--- src/rtl/tno_tnc_pkg.sv ---
// tno_tnc_pkg: shared types and constants for the TNO/TNC
// marker scheduler.
package tno_tnc_pkg;

    typedef enum logic [1:0] {
        ST_IDLE = 2'd0,
        ST_ARM  = 2'd1,
        ST_RUN  = 2'd2
    } state_e;

    localparam logic CFG_TNC_US  = 1'b0;
    localparam logic CFG_PER_TNO = 1'b1;

    localparam int unsigned MIN_TNC_US = 2;

    localparam int unsigned CLK_PER_US_RST = 100;
    localparam int unsigned PULSE_CLKS_RST = 8;
    localparam int unsigned TNC_US_RST     = 1000;
    localparam int unsigned PER_TNO_RST    = 4;

    function automatic logic cfg_valid(
        input logic        addr,
        input logic [31:0] data
    );
        logic ok;
        ok = 1'b0;
        unique case (1'b1)
            (addr == CFG_TNC_US):
                ok = (data >= 32'(MIN_TNC_US));
            (addr == CFG_PER_TNO):
                ok = (data != 32'd0) && (data[31:16] == 16'd0);
            default:
                ok = 1'b0;
        endcase
        return ok;
    endfunction

endpackage

--- src/rtl/tno_tnc_scheduler_us_prescaler.sv ---
// us_prescaler: free-running clk-to-microsecond divider,
// producing the tick and the 50 % clk1us square wave.
module us_prescaler #(
    parameter int unsigned CLK_PER_US = 100
) (
    input  logic clk,
    input  logic rst,
    output logic tick,
    output logic clk1us
);

    localparam int PW = $clog2(CLK_PER_US);
    localparam logic [PW-1:0] P_LAST = PW'(CLK_PER_US - 1);
    localparam logic [PW-1:0] P_HALF = PW'(CLK_PER_US / 2 - 1);

    logic [PW-1:0] p;

    assign tick = (p == P_LAST);

    // Prescaler counter, wraps at the tick.
    always_ff @(posedge clk or negedge rst) begin
        if (!rst) begin
            p <= '0;
        end else if (tick) begin
            p <= '0;
        end else begin
            p <= p + 1'b1;
        end
    end

    // clk1us is high for the first half of each microsecond.
    always_ff @(posedge clk or negedge rst) begin
        if (!rst) begin
            clk1us <= 1'b0;
        end else if (tick) begin
            clk1us <= 1'b1;
        end else if (p == P_HALF) begin
            clk1us <= 1'b0;
        end
    end

endmodule

--- src/rtl/tno_tnc_scheduler.sv ---
// tno_tnc_scheduler: 1 us timebase plus TNC/TNO marker
// strobes with frame-aligned reconfiguration.
module tno_tnc_scheduler
    import tno_tnc_pkg::*;
#(
    parameter int unsigned CLK_PER_US      = CLK_PER_US_RST,
    parameter int unsigned PULSE_CLKS      = PULSE_CLKS_RST,
    parameter int unsigned DEF_TNC_US      = TNC_US_RST,
    parameter int unsigned DEF_TNC_PER_TNO = PER_TNO_RST
) (
    input  logic        clk,
    input  logic        rst,
    input  logic        start,
    input  logic        stop,
    input  logic        cfg_we,
    input  logic        cfg_addr,
    input  logic [31:0] cfg_wdata,
    output logic        cfg_err,
    output logic        busy,
    output logic        clk1us,
    output logic        reset_TNC,
    output logic        reset_TNO,
    output logic [15:0] tnc_idx,
    output logic [31:0] frame_cnt
);

    localparam int SW = $clog2(PULSE_CLKS + 1);
    localparam logic [SW-1:0] PULSE_LD = SW'(PULSE_CLKS);
    localparam logic [31:0] TNC_DEF = 32'(DEF_TNC_US);
    localparam logic [15:0] PER_DEF = 16'(DEF_TNC_PER_TNO);

    state_e        state;
    logic          stop_pend;
    logic          tick;
    logic [31:0]   sh_tnc_us;
    logic [15:0]   sh_per_tno;
    logic [31:0]   act_tnc_us;
    logic [15:0]   act_per_tno;
    logic [31:0]   us_cnt;
    logic [SW-1:0] tnc_str;
    logic [SW-1:0] tno_str;

    logic period_end;
    logic last_cyc;
    logic arm_go;
    logic run_end;
    logic frame_end;
    logic fire_tnc;
    logic fire_tno;

    us_prescaler #(
        .CLK_PER_US (CLK_PER_US)
    ) u_presc (
        .clk    (clk),
        .rst    (rst),
        .tick   (tick),
        .clk1us (clk1us)
    );

    assign period_end = (us_cnt == act_tnc_us - 32'd1);
    assign last_cyc   = (tnc_idx == act_per_tno - 16'd1);
    assign arm_go     = (state == ST_ARM) && tick && !stop;
    assign run_end    = (state == ST_RUN) && tick && period_end;
    assign frame_end  = run_end && last_cyc;
    assign fire_tnc   = arm_go ||
                        (run_end && !(frame_end && stop_pend));
    assign fire_tno   = arm_go || (frame_end && !stop_pend);

    assign busy      = (state != ST_IDLE);
    assign reset_TNC = (tnc_str != '0);
    assign reset_TNO = (tno_str != '0);

    // Start/stop sequencing; a stop in RUN waits for the frame end.
    always_ff @(posedge clk or negedge rst) begin
        if (!rst) begin
            state     <= ST_IDLE;
            stop_pend <= 1'b0;
        end else begin
            unique case (state)
                ST_IDLE: begin
                    if (start && !stop) begin
                        state <= ST_ARM;
                    end
                end
                ST_ARM: begin
                    if (stop) begin
                        state <= ST_IDLE;
                    end else if (tick) begin
                        state <= ST_RUN;
                    end
                end
                ST_RUN: begin
                    if (stop) begin
                        stop_pend <= 1'b1;
                    end
                    if (frame_end && stop_pend) begin
                        state     <= ST_IDLE;
                        stop_pend <= 1'b0;
                    end
                end
                default: begin
                    state     <= ST_IDLE;
                    stop_pend <= 1'b0;
                end
            endcase
        end
    end

    // Config shadows; bad values are dropped and flagged.
    always_ff @(posedge clk or negedge rst) begin
        if (!rst) begin
            sh_tnc_us  <= TNC_DEF;
            sh_per_tno <= PER_DEF;
            cfg_err    <= 1'b0;
        end else begin
            cfg_err <= 1'b0;
            if (cfg_we) begin
                if (!cfg_valid(cfg_addr, cfg_wdata)) begin
                    cfg_err <= 1'b1;
                end else if (cfg_addr == CFG_TNC_US) begin
                    sh_tnc_us <= cfg_wdata;
                end else begin
                    sh_per_tno <= cfg_wdata[15:0];
                end
            end
        end
    end

    // Microsecond, cycle and frame counters plus active reload.
    always_ff @(posedge clk or negedge rst) begin
        if (!rst) begin
            us_cnt      <= '0;
            tnc_idx     <= '0;
            frame_cnt   <= '0;
            act_tnc_us  <= TNC_DEF;
            act_per_tno <= PER_DEF;
        end else if (arm_go) begin
            us_cnt      <= '0;
            tnc_idx     <= '0;
            frame_cnt   <= '0;
            act_tnc_us  <= sh_tnc_us;
            act_per_tno <= sh_per_tno;
        end else if ((state == ST_RUN) && tick) begin
            if (period_end) begin
                us_cnt <= '0;
                if (last_cyc) begin
                    tnc_idx     <= '0;
                    frame_cnt   <= frame_cnt + 32'd1;
                    act_tnc_us  <= sh_tnc_us;
                    act_per_tno <= sh_per_tno;
                end else begin
                    tnc_idx <= tnc_idx + 16'd1;
                end
            end else begin
                us_cnt <= us_cnt + 32'd1;
            end
        end
    end

    // Strobe stretchers, reloaded on every fire.
    always_ff @(posedge clk or negedge rst) begin
        if (!rst) begin
            tnc_str <= '0;
            tno_str <= '0;
        end else begin
            if (fire_tnc) begin
                tnc_str <= PULSE_LD;
            end else if (tnc_str != '0) begin
                tnc_str <= tnc_str - 1'b1;
            end
            if (fire_tno) begin
                tno_str <= PULSE_LD;
            end else if (tno_str != '0) begin
                tno_str <= tno_str - 1'b1;
            end
        end
    end

endmodule

--- config.mk ---
export PLATFORM = sky130hd
export DESIGN_NAME = tno_tnc_scheduler
export DESIGN_NICKNAME = d
export VERILOG_FILES = /design/src/rtl/tno_tnc_pkg.sv /design/src/rtl/tno_tnc_scheduler_us_prescaler.sv /design/src/rtl/tno_tnc_scheduler.sv
export SDC_FILE = /design/constraint.sdc
export NUM_CORES = 1
export LEC_CHECK = 0
export CAP_MARGIN = 30
export CELL_PAD_IN_SITES_DETAIL_PLACEMENT = 1
export CELL_PAD_IN_SITES_GLOBAL_PLACEMENT = 1
export CORE_ASPECT_RATIO = 0.5
export CORE_UTILIZATION = 42
export CTS_CLUSTER_DIAMETER = 80
export DETAILED_ROUTE_END_ITERATION = 16
export MAX_ROUTING_LAYER = met4
export PLACE_DENSITY_LB_ADDON = 0.1
export SYNTH_ARGS = -nofsm -noshare
export SYNTH_HDL_FRONTEND = slang
export SYNTH_SLANG_ARGS = --single-unit
--- constraint.sdc ---
create_clock -name clk -period 3.4 [get_ports clk]
set_input_delay 0.68 -clock clk [delete_from_list [all_inputs] [get_ports clk]]
set_output_delay 0.68 -clock clk [all_outputs]
set_load 0.02 [all_outputs]
* After elaboration in Yosys (flattened, before gate mapping) *
Index checks and enable logic that the tools add are counted.

operators by class
  reduce and logical (&&, ||, !) cells = 34
  add/subtract/negate cells = 8
  eq/ne operators = 10
  order comparisons = 1
  bitwise gates (word level) = 2
  multiplexer cells = 38

operators by type and width
  kind                                                                                   count
  32-bit 2-to-1 mux                                                                      11
  16-bit 2-to-1 mux                                                                      8
  32-bit by 1-bit adder with 32-bit output (second input constant)                       2
  32-bit == test                                                                         1
  32-bit by 2-bit greater-or-equal comparator with 1-bit output (second input constant)  1
  32-bit nonzero test                                                                    1
  32-bit by 1-bit subtractor with 32-bit output (second input constant)                  1
  16-bit by 1-bit adder with 16-bit output (second input constant)                       1
  16-bit == test                                                                         1
  16-bit zero test                                                                       1
  4-bit 2-to-1 mux                                                                       4
  16-bit by 1-bit subtractor with 16-bit output (second input constant)                  1
  2-bit nonzero test                                                                     7
  3-bit AND reduction                                                                    4
  1-bit logical AND                                                                      10
  2-bit 2-to-1 mux                                                                       4
  4-bit nonzero test                                                                     2
  4-bit by 1-bit subtractor with 4-bit output (second input constant)                    2
  7-bit by 1-bit adder with 7-bit output (second input constant)                         1
  7-bit by 6-bit == test with 1-bit output (second input constant)                       1
  7-bit == test (second input constant)                                                  1
  1-bit 2-to-1 mux                                                                       7
  7-bit 2-to-1 mux                                                                       1
  3-bit inequality test (second input constant)                                          2
  other kinds (11)                                                                       18

word-level totals
  word-level logic and storage cells = 107
  output and inout port bits = 53
  input port bits = 38
  register bits = 196

* Logic depth before layout (Yosys ltp) *
  depth after elaboration = 9
  depth in mapped cells = 14

* Cells and area by module *
Synthesis repeated with hierarchy kept, for this count alone.

unflattened totals
  cell total of the unflattened synthesis = 1042
  area, all modules = 10881.7 sq um

modules (own cells, without submodules)
  module             times used  area an instance (sq um)  cells an instance  sequential area each (sq um)
  tno_tnc_scheduler  1           10486.3                   1005               4722.0
  us_prescaler       1           395.4                     37                 200.2

* Worst setup path after synthesis *
Ideal clock, no wire load.

  kind = reg-to-reg
  start point = reg act_tnc_us[4]
  end point = reg act_per_tno[15]
  cell stages (with the launch flop) = 14
  arrival time = 3543 ps
  data required time = 3272 ps
  clock period less this slack = 3671 ps
  path slack = -271 ps
  cell sequence = dfrtp_1 buf_2 or4_1 clkbuf_1 or3_1 clkbuf_1 nor4_1 mux2i_1 nand3_1 nor4_4 nand3_2 a21oi_2 buf_2 mux2_1

between the ends
  cells in the longest elaborated chain, start to end = 4

RTL lines
  item                                           RTL line                  RTL
  from (decl)                                    tno_tnc_scheduler.sv:37   logic [31:0] act_tnc_us;
  from (signal assigned)                         tno_tnc_scheduler.sv:141  act_tnc_us <= sh_tnc_us;
  from (signal assigned)                         tno_tnc_scheduler.sv:149  act_tnc_us <= sh_tnc_us;
  32-bit by 1-bit subtractor with 32-bit output  tno_tnc_scheduler.sv:60   assign period_end = (us_cnt == act_tnc_us - 32'd1);
  32-bit == test                                 tno_tnc_scheduler.sv:60
  2-bit nonzero test (no source line)            --
  3-bit AND reduction (no source line)           --
  to (signal assigned)                           tno_tnc_scheduler.sv:142  act_per_tno <= sh_per_tno;
  to (signal assigned)                           tno_tnc_scheduler.sv:150  act_per_tno <= sh_per_tno;
  to (decl)                                      tno_tnc_scheduler.sv:38   logic [15:0] act_per_tno;

No other way between the ends.
A chain may end at the register's enable or synchronous reset.

* Worst setup path after layout *
  start point = reg act_tnc_us[2]
  end point = reg act_tnc_us[2]

between the ends
  cells in the longest elaborated chain, start to end = 4

RTL lines
  item                                           RTL line
  32-bit by 1-bit subtractor with 32-bit output  tno_tnc_scheduler.sv:60
  32-bit == test                                 tno_tnc_scheduler.sv:60
  2-bit nonzero test (no source line)            --
  3-bit AND reduction (no source line)           --

No other way between the ends.

==> flow_metrics.py <==
metrics = {
    "status": {
        "status": "finished, violations left",
        "violations": "setup timing",
    },
    "synthesis": {
        "synth_area_um2": 11100,
        "yosys-mux-area-fraction_pct": 12.3,
        "synth_cells": 1128,
        "ys_ff_latch": 196,
        "synthTopCellsByArea": "dfrtp_1 (41%), mux2_2 (5.3%), mux2_1 (4.8%)",
        "synth_top_family_by_area": "simple AND/OR/NAND/NOR gates",
        "synthXorXnorAreaFrac_pct": 6.64,
        "synth-seq-area-share_pct": 44.4,
        "netlist.area_leader.share_pct": 41.1,
        "async_flop_share_pct": 100,
        "yosysWarnings": 0,
        "synth_top_cell_by_area": "dfrtp_1",
        "synth-compound-area-share_pct": 9.30,
        "synth_ff_type": "dfrtp_1",
        "synth-simple-area-share_pct": 22.4,
        "syn-mean-instance-area_um2": 9.82,
        "synth_edf_count": 0,
        "synth_fa_ha_area_share_pct": 1.24,
        "ys_types": 70,
        "syn_nets": 1177,
    },
    "finish": {
        "drive_gt1_share_pct": 29.5,
        "finalNetCount": 1360,
        "finish.utilization_pct": 59.1,
        "num_antenna_cells": 0,
        "area_growth_pct": 36.2,
    },
    "place": {
        "place_congestion": 0.871,
        "pre_cts_ws_ns": -0.565,
        "portBuffers": 90,
        "dpl.hpwl_mm": 23.9,
    },
    "power_and_ir_drop": {
        "irDropWorstVdd_mv": 0.379,
        "p_leak_uw": 0.00676,
        "cellPowerDensity_nw_per_um2": 318,
    },
    "sta": {
        "finalSetupTns_ns": -42.72,
        "skew_ns": 0.0153,
        "fin_crit_sh_pct": 112,
        "rsz0062_at_grt": "true",
        "final_max_slew_viol_count": 0,
        "post-route-min-period_ns": 3.82,
        "setup_viol_count_final": 137,
        "worst_pin_slew_ns": 0.827,
        "relSlewSlack_pct": 44.7,
        "fin_ws_ns": -0.415,
        "fmax_mhz": 262,
        "hold_viol": 0,
    },
    "route": {
        "drc_errors": 0,
        "dr.pass1.iters": 5,
        "vias": 9906,
        "ant_nets": 0,
        "dr.first_iter.drc_count": 562,
        "wl_per_cell_um": 22.6,
        "avgViaCountPerCell": 5.94,
        "routed_wl_mm": 37.7,
    },
    "clocking": {
        "insertion_delay_ns": 0.47,
        "cts_sinks": 196,
        "cts_root_buf": "clkbuf_16",
        "htree_levels": 4,
        "cts_hold_buf": 0,
        "clockBufferDepth": 2,
        "path_clk_slew_ns": 0.08,
        "cts_tree": "yes",
        "numCtsBuffers": 17,
    },
    "floorplanning": {
        "core_area_um2": 25500,
        "fp.dieH_um": 117,
        "rows": 41,
        "start_util_pct": 43.3,
        "io_pins": 91,
        "die_area_um2": 27100,
        "die_x_um": 232,
    },
    "global_routing": {
        "grt_max_degree": 66,
        "grtUsageTotal_pct": 26.8,
        "first_global_vias": 9946,
        "grt_pass1_wl_mm": 54.6,
        "grt_antenna_before_repair": 0,
        "grt_overflow_total": 0,
    },
    "critical_path": {
        "cp_max_fo": 9,
        "worstRegToRegCells": 12,
        "critPathKind": "reg2reg",
        "critPathRequiredTime_ns": 3.75,
        "arrival_ns": 4.17,
        "crit_chain": "buf_4 > or4b_4 > nor4_2 > xnor2_1 > nor4_2 > nand4_1 > a2111oi_4 > nand3_4 > a21oi_4 > buf_12 > clkbuf_16 > mux2_4",
        "cp-start-kind": "flop",
        "cpMostUsedCell": "nor4_2",
        "critPathMaxStageDelay_ns": 0.60,
        "slowest_stage": "or4b_4",
        "critPathCaptureType": "flop",
    },
    "run": {
        "maxCapViolCount": 0,
    },
    "min_path": {
        "hp-class": "in2async",
    },
}
cell usage in the layout, fill, tap and decap left out, drive strengths merged, types with 25 or more instances in the layout:
| master | n |
|---|---|
| inv | 41 |
| mux2i | 25 |
| dfrtp | 182 |
| mux2 | 99 |
| clkdlybuf4s50 | 89 |
| nand3 | 43 |
| o211ai | 30 |
| nor3 | 26 |
| xnor2 | 60 |
| and3 | 33 |
| o21ai | 30 |
| buf | 138 |
| nand2 | 100 |
| nor2 | 88 |
| nor4 | 36 |
path summary, 6_finish.rpt:
path	end	slack [ns]	startpoint
max in group asynchronous	sh_tnc_us[6]	2.30	rst
setup / recovery	act_tnc_us[2]	-0.42	act_tnc_us[2]
hold / removal	tnc_str[3]	0.22	rst
setup reg to reg	act_tnc_us[2]	-0.42	act_tnc_us[2]
hold reg to reg	u_presc.clk1us	0.48	u_presc.clk1us
min in group clk	u_presc.clk1us	0.48	u_presc.clk1us
cells by family after synthesis:
logic type	after synthesis
and+or+nand+nor	462
DFF	196
AOI/OAI and AO/OA	148
muxes	124
buffers and inverters	103
xor gates and xnor gates	84
adders and majority gates	11
critical path, delay by kind of cell (launching register included):
kind | cells | cell delay [ns]
flip-flops | 1 | 0.43
XOR/XNOR | 1 | 0.17
AO/OA/AOI/OAI | 2 | 0.63
buffers and inverters | 3 | 0.59
AND/OR/NAND/NOR | 5 | 1.52
multiplexers | 1 | 0.32
final cells by class:
cell class	count	area (um^2)
Clock inverter	14	179
Tap cell	344	430
Sequential cell	196	4920
Inverter	34	128
Fill cell	2717	10500
Clock buffer	18	439
Multi-Input combinational cell	829	6650
Timing Repair Buffer	233	2340
sequential cells by signal, summed over array words and instances, names as in the netlist:
signal and cells:
tno_str 4, sh_tnc_us 32, u_presc.clk1us 1, tnc_str 4
u_presc.p 7, state 2, cfg_err 1, sh_per_tno 16
us_cnt 32, frame_cnt 32, act_tnc_us 32, tnc_idx 16
act_per_tno 16, stop_pend 1
Yosys cell counts (4+ instances only):
| master | count |
|---|---|
| dfrtp_1 | 182 |
| nand2_1 | 100 |
| nor2_1 | 88 |
| xnor2_1 | 60 |
| clkbuf_1 | 57 |
| mux2_2 | 52 |
| mux2_1 | 47 |
| nand3_1 | 42 |
| nor4_1 | 35 |
| inv_1 | 34 |
| and3_1 | 33 |
| o211ai_1 | 30 |
| nor3_1 | 26 |
| o21ai_0 | 26 |
| mux2i_1 | 25 |
| nand4_1 | 24 |
| xor2_1 | 24 |
| or3_1 | 23 |
| a21oi_1 | 22 |
| nand2b_1 | 19 |
| or4_1 | 19 |
| dfstp_2 | 14 |
| a31oi_1 | 13 |
| ha_1 | 11 |
| nor4b_1 | 8 |
| nor2b_1 | 7 |
| nand3b_1 | 6 |
| nand4b_1 | 6 |
| nor3b_1 | 6 |
| o31ai_1 | 6 |
| and2_1 | 5 |
| buf_2 | 5 |
| a211oi_1 | 4 |
| buf_4 | 4 |
| o21ai_1 | 4 |
| o311ai_1 | 4 |
| o31a_1 | 4 |
what timing repair did:
action	CTS	global route
cloned	5	7
pin swaps	28	41
endpoints found under the setup margin	138	138
buffers inserted	14	14
resized for setup	75	123
where the power goes:
group,internal [uW],switching [uW],leakage [uW]
clock network,1080,1090,0.000300
registers,2400,42.4,0.00254
logic,101,98.7,0.00392
total,3580,1230,0.00676
per-layer routing:
metal | wire length [um] | GRT usage (%) | vias to the layer above
met5 | 0 | - | -
met4 | 657 | 7.72 | 0
met3 | 1200 | 4.00 | 46
met2 | 18800 | 44.5 | 204
met1 | 17100 | 34.4 | 5191
li1 | - | - | 4465
metrics by stage:
step | hold WS (ns) | area (um^2) | cells | power (uW)
after floorplan | 0.384 | 11200 | 1128 | 2530
after global placement | 0.464 | 13100 | 1599 | 2670
after detailed placement | 0.467 | 13100 | 1599 | 2680
after CTS | 0.229 | 14200 | 1649 | 4820
after global routing | 0.227 | 15100 | 1668 | 4930
final | 0.217 | 15100 | 1668 | 4800
(Power assumes the default switching activity.)
==> patch: new RTL, same flow settings <==
Register the output `tnc_idx` once more, without a reset; this adds one clock of latency there. The other outputs are not delayed to match.
--- a/src/rtl/tno_tnc_scheduler.sv
+++ b/src/rtl/tno_tnc_scheduler.sv
@@ -31,2 +31,4 @@
 
+    logic [15:0] tnc_idx_s0;
+
     state_e        state;
@@ -60,3 +62,3 @@
     assign period_end = (us_cnt == act_tnc_us - 32'd1);
-    assign last_cyc   = (tnc_idx == act_per_tno - 16'd1);
+    assign last_cyc   = (tnc_idx_s0 == act_per_tno - 16'd1);
     assign arm_go     = (state == ST_ARM) && tick && !stop;
@@ -132,3 +134,3 @@
             us_cnt      <= '0;
-            tnc_idx     <= '0;
+            tnc_idx_s0  <= '0;
             frame_cnt   <= '0;
@@ -138,3 +140,3 @@
             us_cnt      <= '0;
-            tnc_idx     <= '0;
+            tnc_idx_s0  <= '0;
             frame_cnt   <= '0;
@@ -146,3 +148,3 @@
                 if (last_cyc) begin
-                    tnc_idx     <= '0;
+                    tnc_idx_s0  <= '0;
                     frame_cnt   <= frame_cnt + 32'd1;
@@ -151,3 +153,3 @@
                 end else begin
-                    tnc_idx <= tnc_idx + 16'd1;
+                    tnc_idx_s0 <= tnc_idx_s0 + 16'd1;
                 end
@@ -178,2 +180,6 @@
 
+    always_ff @(posedge clk) begin
+        tnc_idx <= tnc_idx_s0;
+    end
+
 endmodule
Function: same outputs for any inputs over 10 cycles, from zero or initial values and one cycle with rst low; that may be too few to reach the edited logic, so the function may still have changed.
==> patch against the unedited design <==
  * The flow still finishes with violations (setup timing)
  * Routed wire length down 3.9%
  * Sequential share of layout area up 3.0 points
  * Critical path depth unchanged
  * Final cell count down 0.36%
  * Total power up 11%
  * Count of clock-buffer cells in the layout up 9
  * Worst setup slack better by 0.31 ns
  * Area after synthesis up 4.0%
  * Core utilization down 4.0 points
  * Design area down 2.5%
  * First-iteration DRC count up 27%
  * Non-clock buffer count down 46
  * Via count down 0.94%
  * Sequential cell count up 16
  * Critical path type unchanged
  * Critical endpoint is now frame_cnt[24]
  * Highest routed layer unchanged
==> patch: results (changes against the unedited design) <==
commonest cells in the synthesized netlist 182 x sky130_fd_sc_hd__dfrtp_1, 98 x sky130_fd_sc_hd__mux2_2, 85 x sky130_fd_sc_hd__nand2_1; final setup slack of the worst path -0.102 ns (+0.313 ns); Inserted Clock Buffers 21 (+4); fraction of final layout cells sized beyond drive strength 1 24.5% (-5.0 points); main area contributors after synthesis sky130_fd_sc_hd__dfrtp_1 40%, sky130_fd_sc_hd__mux2_2 9.6%, sky130_fd_sc_hd__xor2_1 3.3%; net count after synthesis 1,195 (+1.5%); clock slew at the register clock pins of the worst setup and hold paths around 0.07 ns; post-cts hold buffer count 0 (unchanged); final RePlAce weighted congestion 0.836 (-4.0%); flip-flop cell with the highest count after synthesis sky130_fd_sc_hd__dfrtp_1; maximum number of pins on one net before global-route repair 65 (-1.5%); leak pwr 6.55 nW (-3.2%); result of the run finished with violations; library cells used by synthesis 80 (+14%); maximum ir drop on the vdd rail 0.286 mV (-24%); number of standard cells after synthesis 1,146 (+1.6%); post-detail-place hpwl 24,500 µm (+2.6%); Root Buffer sky130_fd_sc_hd__clkbuf_16; Vias per Instance 5.90 (-0.58%); Finished Layout Cells 1,662 (-0.36%); vias in the first global route 10,300 (+3.3%); buffer levels on the longest clock path 3 (+1); Placement Cell Area 13,300 µm² (+1.5%); reg-to-reg critical path startpoint act_tnc_us[0]; router iterations before antenna repair 5 (unchanged); sequential cell area fraction in the yosys report 45.5% (+1.1 points); number of design-rule violations left by the first detailed-router iteration 713 (+27%); reg2reg path depth 12 (unchanged); global-route wire length before repair 56,700 µm (+3.9%); final net count 1,343 (-1.3%); number of buffer cells added on primary ports 90 (unchanged); H-tree Lvls 1 (-3); final clock skew 0.0100 ns (-0.00526 ns); arrival time of data at the critical path endpoint 3.95 ns (-0.22 ns); overall track demand over capacity in global routing 25.9% (-0.90 points); family with the most delay on the worst path simple AND/OR/NAND/NOR gates; cell count after placement 1,605 (+0.38%); path type of the worst setup path reg2reg; wire length after detailed routing 36,200 µm (-3.9%); total of endpoints with negative setup slack in the final report 62 (-55%); slowest stage cell, crit path sky130_fd_sc_hd__or4_4; Clock Latency Late Sink 0.52 ns (+0.05 ns); yosys warns 0 (unchanged); fillcell total 2,855 (+5.1%); Worst slew margin 54.0% (+9.3 points); maximum fanout along the worst path 7 (-2); async set or reset register ratio after synthesis 92.5% (-7.5 points); violated checks setup timing; initial antenna violation count 1 (+1); peak per-stage delay on the critical path 0.54 ns (-0.06 ns)
-- patch: cell count changes in the layout (fill, tap and decap cells not counted), sizes merged, moves of 11 or more --
cell | unedited run | this run
mux2i | 25 | 14
o21ai | 30 | 43
nor2 | 88 | 74
a21oi | 23 | 34
nand3 | 43 | 70
dfxtp | 0 | 16
xnor2 | 60 | 42
xor2 | 24 | 44
buf | 138 | 91
inv | 41 | 25
nand2 | 100 | 85
-- patch: area by class of cell --
type                    instances  area share (%)
diodes                          2          0.0340
well taps                     352            2.99
clock buffers                  27            3.79
inverters                      26           0.689
flip-flops and latches        212            35.7
repair buffers                187            13.0
multi-input cells             846            42.8
clock inverters                10            1.09
-- patch: per-layer routing --
| metal | wire length (µm) | global-route usage, % | share of wire (%) |
|---|---|---|---|
| met1 | 17400 | 36.2 | 48 |
| met2 | 17000 | 40.8 | 47 |
| met3 | 1270 | 3.13 | 3.5 |
| met4 | 601 | 5.40 | 1.7 |
| met5 | 0 | - | 0 |
-- patch: final timing paths --
kind,slack [ns],to
hold reg to reg,0.48,tnc_idx[0]
min in group clk,0.48,tnc_idx[0]
setup reg to reg,-0.10,frame_cnt[24]
setup / recovery,-0.10,frame_cnt[24]
hold / removal,0.18,tnc_str[1]
max in group asynchronous,2.41,act_tnc_us[7]
-- patch: metrics by stage --
stage               TNS (ns)  utilization (%)  setup WS [ns]  hold WS [ns]
detailed placement     -8.60             49.8         -0.161         0.477
finish                 -3.42             55.1         -0.102         0.180
floorplan                  0                -         0.0864         0.345
CTS                   -0.277             52.8        -0.0312         0.188
global route          -13.78             55.1         -0.222         0.210
global placement      -0.794             49.8        -0.0823         0.461
-- patch: power by group --
| group | switching (mW) | internal (mW) | total, mW |
|---|---|---|---|
| Sequential | 0.0359 | 2.58 | 2.62 |
| Combinational | 0.0980 | 0.0994 | 0.197 |
| Clock | 1.06 | 1.47 | 2.53 |
| Total | 1.19 | 4.16 | 5.34 |
-- patch: cells by family (layout without fill, tap and decap cells) --
kind of cell	Yosys count	count (layout)	synth area share (%)
compound gates	147	147	8.73
other cells	0	2	0
simple gates	489	489	23.8
fa+ha+maj	11	11	1.19
mux	113	113	11.0
xor+xnor	86	86	6.54
flops	212	212	45.5
buf+inv	88	250	3.26
-- patch: worst reg2reg max path, delay by kind of cell, from the launching register on --
family,cells,cell delay (ns)
and+or+nand+nor,6,2.01
AOI/OAI and AO/OA,3,0.56
buffers and inverters,3,0.45
DFF,1,0.42
-- patch: timing repair --
item,CTS,global route
cloned,1,8
pin swaps,11,53
endpoints found under the setup margin,112,129
buffers inserted,0,9
hold endpoints to repair,0,0
resized for setup,16,72
